[src/rtl/uart_char_rx.sv]
// 8N1 serial receiver: 2-FF synchronised rx, run-time bit period, mid-bit sampling,
// single-entry valid/ready output with framing-error and overrun pulses.
//
// state | meaning
// IDLE  | waiting for a 1->0 edge on the synchronised line
// START | counting to mid start bit; confirms start or rejects a glitch
// DATA  | sampling 8 data bits LSB first, one per bit period
// STOP  | sampling the stop bit; high completes the byte, low is a framing error
module uart_char_rx #(
   parameter int unsigned MIN_DIV = 4
) (
   input  logic        clk,
   input  logic        reset,
   input  logic        rx,
   input  logic [15:0] freq,
   input  logic        char_ready,
   output logic [7:0]  char,
   output logic        char_valid,
   output logic        frame_err,
   output logic        overrun,
   output logic        busy
);

   typedef enum logic [1:0] {IDLE, START, DATA, STOP} state_t;

   state_t      state, state_nxt;
   logic        rx_meta, rs, rs_prev;
   logic [15:0] div, div_nxt;
   logic [15:0] cnt, cnt_nxt;
   logic [2:0]  bitidx, bitidx_nxt;
   logic [7:0]  shift, shift_nxt;
   logic        done_q, done_nxt;
   logic        fe_nxt;
   logic        fall;
   logic [15:0] freq_clamped;
   logic [15:0] half_m1;
   logic [15:0] div_m1;

   assign fall         = rs_prev & ~rs;
   assign freq_clamped = (freq < 16'(MIN_DIV)) ? 16'(MIN_DIV) : freq;
   assign half_m1      = (div >> 1) - 16'd1;
   assign div_m1       = div - 16'd1;
   assign busy         = (state != IDLE);

   always_ff @(posedge clk or negedge reset) begin
      if (!reset) begin
         rx_meta <= 1'b1;
         rs      <= 1'b1;
         rs_prev <= 1'b1;
      end else begin
         rx_meta <= rx;
         rs      <= rx_meta;
         rs_prev <= rs;
      end
   end

   always_ff @(posedge clk or negedge reset) begin
      if (!reset) begin
         state     <= IDLE;
         div       <= 16'(MIN_DIV);
         cnt       <= 16'd0;
         bitidx    <= 3'd0;
         shift     <= 8'h00;
         done_q    <= 1'b0;
         frame_err <= 1'b0;
      end else begin
         state     <= state_nxt;
         div       <= div_nxt;
         cnt       <= cnt_nxt;
         bitidx    <= bitidx_nxt;
         shift     <= shift_nxt;
         done_q    <= done_nxt;
         frame_err <= fe_nxt;
      end
   end

   always_comb begin
      state_nxt  = state;
      div_nxt    = div;
      cnt_nxt    = cnt;
      bitidx_nxt = bitidx;
      shift_nxt  = shift;
      done_nxt   = 1'b0;
      fe_nxt     = 1'b0;
      case (state)
         IDLE: begin
            if (fall) begin
               div_nxt   = freq_clamped;
               cnt_nxt   = 16'd0;
               state_nxt = START;
            end
         end
         START: begin
            if (cnt == half_m1) begin
               cnt_nxt = 16'd0;
               if (!rs) begin
                  bitidx_nxt = 3'd0;
                  state_nxt  = DATA;
               end else begin
                  state_nxt = IDLE;
               end
            end else begin
               cnt_nxt = cnt + 16'd1;
            end
         end
         DATA: begin
            if (cnt == div_m1) begin
               shift_nxt[bitidx] = rs;
               cnt_nxt           = 16'd0;
               if (bitidx == 3'd7) state_nxt  = STOP;
               else                bitidx_nxt = bitidx + 3'd1;
            end else begin
               cnt_nxt = cnt + 16'd1;
            end
         end
         STOP: begin
            if (cnt == div_m1) begin
               cnt_nxt   = 16'd0;
               state_nxt = IDLE;
               if (rs) done_nxt = 1'b1;
               else    fe_nxt   = 1'b1;
            end else begin
               cnt_nxt = cnt + 16'd1;
            end
         end
         default: state_nxt = IDLE;
      endcase
   end

   // A completed byte lands one cycle after the stop sample; an unconsumed byte wins over it.
   always_ff @(posedge clk or negedge reset) begin
      if (!reset) begin
         char       <= 8'h00;
         char_valid <= 1'b0;
         overrun    <= 1'b0;
      end else begin
         overrun <= 1'b0;
         if (done_q) begin
            if (!char_valid || char_ready) begin
               char       <= shift;
               char_valid <= 1'b1;
            end else begin
               overrun <= 1'b1;
            end
         end else if (char_valid && char_ready) begin
            char_valid <= 1'b0;
         end
      end
   end

endmodule

[config.mk]
export PLATFORM = sky130hd
export DESIGN_NAME = uart_char_rx
export DESIGN_NICKNAME = d
export VERILOG_FILES = /design/src/rtl/uart_char_rx.sv
export SDC_FILE = /design/constraint.sdc
export NUM_CORES = 1
export LEC_CHECK = 0
export BUFFER_PORTS_ARGS = -buffer_cell sky130_fd_sc_hd__buf_2
export CORE_ASPECT_RATIO = 2
export CORE_MARGIN = 2
export CORE_UTILIZATION = 40
export CTS_BUF_LIST = sky130_fd_sc_hd__clkbuf_16
export CTS_CLUSTER_DIAMETER = 80
export DETAILED_ROUTE_END_ITERATION = 6
export SLEW_MARGIN = 40
export SYNTH_ARGS = -nofsm -noshare
export SYNTH_HDL_FRONTEND = slang
export SYNTH_SLANG_ARGS = --single-unit
[constraint.sdc]
create_clock -name clk -period 6.1 [get_ports clk]
set_input_delay 0 -clock clk [delete_from_list [all_inputs] [get_ports clk]]
set_output_delay 0 -clock clk [all_outputs]
set_load 0.01 [all_outputs]
==> impl_results.md <==
- Status: complete, no violations
- Synth top area cells: dfrtp_1 (36%), mux2_2 (6.1%), xnor2_1 (5.7%)
- RR Startpoint: div[1]$_DFFE_PN0P_
- Post-route antenna net violation count: 0
- Count of flip-flops with a built-in enable after synthesis: 0
- Via/cell ratio: 5.68
- Die Area: 10,500 µm²
- Cell depth of the worst setup path: 10
- Num CTS Buffers: 9
- #FFs+latches synth: 60
- Share of cells above drive strength 1: 0.199
- Power Dens Cells: 415 nW/µm²
- Core footprint: 9380 µm²
- MaxCap Viol Count: 0
- Final Hold Fails: 0
- Io pins: 32
- Ys Warns: 0
- Post-synth net total: 449
- Total number of vias: 3,216
- Largest net degree at the start of global routing: 61
- Cell taking the most area after synthesis: dfrtp_1
- First-pass GRT wire length: 15,400 µm
- Final Skew: 7.83 ps
- Crit path DAT: 4010 ps
- Ant diodes: 0
- Initial core utilization: 0.413
- Worst min path class: primary input to asynchronous set/reset pin
- Min Tclk post-route: 3800 ps
- Dpl cells: 531
- IO Port Bufs: 31
- Crit path from: div[1]$_DFFE_PN0P_
- Register area share after synthesis: 0.389
- Drt drc: 0
- RSZ-0062 raised after global routing: no
- Mapped Area: 3870 µm²
- Rows: 50
- Ys async rst share: 1.00
- Final WL: 9190 µm
- Clock Latency Late Sink: 330 ps
- Area growth, synth to finish: 17.6%
- Layout fillers: 890
- Commonest cells in the synthesized netlist: dfrtp_1 (56), nand2_1 (55), nor2_1 (33), xnor2_1 (25)
- Avg Inst Size Synth: 9.14 µm²
- Clk slew on worst S/H paths: 60 ps
- Yosys top cell area share: 0.362
- Post-CTS Resized: 0
- Worst Path Required: 6310 ps
- Element type at the critical path start: flop
- CTS H-Tree Depth: 3
- Drt first pass iters: 4
- Synth Flop Type: dfrtp_1
- Pins Over Slew Limit: 0
- Nets: 482
- 1st-iter DRT viols: 88
- Final setup viols: 0
- Die Width: 73.6 µm
- Final setup TNS: 0 ps
- CP endpoint: bitidx[0]$_DFFE_PN0P_
- Critical Path Fanout Max: 11
- Endpoint class of the critical path: flop
- Peak VDD IR: 0.000224 V
- Routed length per instance: 16.2 µm
- Slowest cell on the critical path: or4_4
- LEAKAGE: 0.00193 µW
- FF-to-FF End: bitidx[0]$_DFFE_PN0P_
- Top-count cell post-synth: dfrtp_1
- Flop2flop setup slack: 2300 ps
- Deepest clock path buffer count: 2
- Number of cells on the worst reg-to-reg path: 10
- DP HPWL: 6890 µm
- Rel. slew slack: 0.450
- Crit path buffers/inverters: 1
- Clock root cell: clkbuf_16
- CP delay by family, top: simple AND/OR/NAND/NOR gates
- Clock sinks: 60
- Initial antenna violation count: 0
- Max Clk Rate: 263 MHz
- Worst Tran Pin Value: 818 ps
- All-Layer GR Usage: 0.190
- CTS tree: built
- Max incr delay on CP: 640 ps
- Crit path cell chain: inv_1 -> ha_1 -> nor2b_1 -> nand3_1 -> nor4b_1 -> a211oi_1 -> a221o_1 -> or4_4 -> o32ai_2 -> mux2_4
- Grt ovf: 0
- Vias in the first global route: 3,213
- Crit Path Category: flop to flop
- Yosys cell types: 54
- Final Non-Filler Cells: 566
- Fin crit share: 0.624
- Synth Instances: 424
- DIE HEIGHT: 143 µm
- Final RePlAce weighted congestion: 0.896
[final cells by class]
class                      count  area (µm²)  share of cell area
multi-input combinational    316        2170               0.476
sequential                    60        1510               0.331
timing repair buffer          53         372              0.0816
clock buffer                   9         225              0.0494
tap                          104         130              0.0286
clock inverter                 7        91.3              0.0200
inverter                      17        63.8              0.0140
[per-layer routing]
layer	vias to the layer above	GRT usage	wire length [µm]
li1	1557	-	-
met4	0	0.125	556
met1	1550	0.197	3450
met2	76	0.336	4930
met3	33	0.0318	254
met5	-	0	0
[cell families (layout without fill, tap and decap cells)]
| family | after synthesis | in the layout | synth area share |
|---|---|---|---|
| compound gates | 56 | 56 | 0.0979 |
| xor+xnor | 40 | 40 | 0.0904 |
| fa+ha+maj | 5 | 5 | 0.0161 |
| buf+inv | 48 | 86 | 0.0536 |
| flops | 60 | 60 | 0.389 |
| mux | 35 | 35 | 0.101 |
| simple gates | 180 | 180 | 0.252 |
[sequential cells by signal, indices dropped and copies added (netlist names), named ones only]
register    cells
cnt            16
div            16
char            8
shift           8
bitidx          3
char_valid      1
done_q          1
frame_err       1
overrun         1
rs              1
rs_prev         1
rx_meta         1
state           1
[layout by cell type (no fill, tap or decap), types with 3 or more instances in the layout]
master         count
dfrtp_1           56
nand2_1           55
nor2_1            32
buf_2             31
xnor2_1           25
mux2_2            21
dlygate4sd3_1     19
inv_1             17
nand3_1           17
xor2_1            15
nor3_1            15
o211ai_1          11
o21ai_0           10
nor4_1             9
o21ai_1            9
clkbuf_16          9
mux2_1             8
and3_1             7
nand4_1            7
a21oi_1            6
mux2i_1            5
ha_1               5
nor4_4             4
or3_1              4
or4_1              4
dfstp_2            4
nand2b_1           3
nor2b_1            3
nor3b_1            3
a31oi_1            3
or2_2              3
clkinv_2           3
[tightest hold or removal path, cell delays in order]
cell and delay (ps):
dlygate4sd3_1 520, buf_2 110, buf_6 420
[per-stage QoR]
step	util	hold WS [ps]	cell area [µm²]	total power, µW	setup WS [ps]
after floorplan	-	-296	3870	1190	2760
after global placement	0.431	107	4040	1330	2200
after detailed placement	0.431	106	4050	1350	2290
after CTS	0.485	323	4550	1900	2280
after global routing	0.485	337	4560	2010	2090
final	0.485	275	4560	1890	2300
[how the worst min path moves through the flow]
stage	start	end	depth (start not counted)
final	reset	cnt[1]$_DFFE_PN0P_	3
after detailed placement	rx	rx_meta$_DFF_PN1_	1
after CTS	rx	rx_meta$_DFF_PN1_	2
after floorplan	reset	asynchronous set/reset pin	0
after global routing	rx	rx_meta$_DFF_PN1_	2
after global placement	rx	rx_meta$_DFF_PN1_	1
[power by group]
part / internal (µW) / leakage (µW) / switching [µW] / total [µW]
Combinational: 303 / 0.000988 / 365 / 668
Sequential: 478 / 0.000783 / 207 / 685
Clock: 355 / 0.000155 / 181 / 536
[repair_timing]
| action | 4_1_cts | 5_1_grt |
|---|---|---|
| hold buffers | 19 | 0 |
| hold endpoints to repair | 75 | 0 |
| setup buffers | 0 | 0 |
No activity file was read; power rests on OpenSTA's default activity.
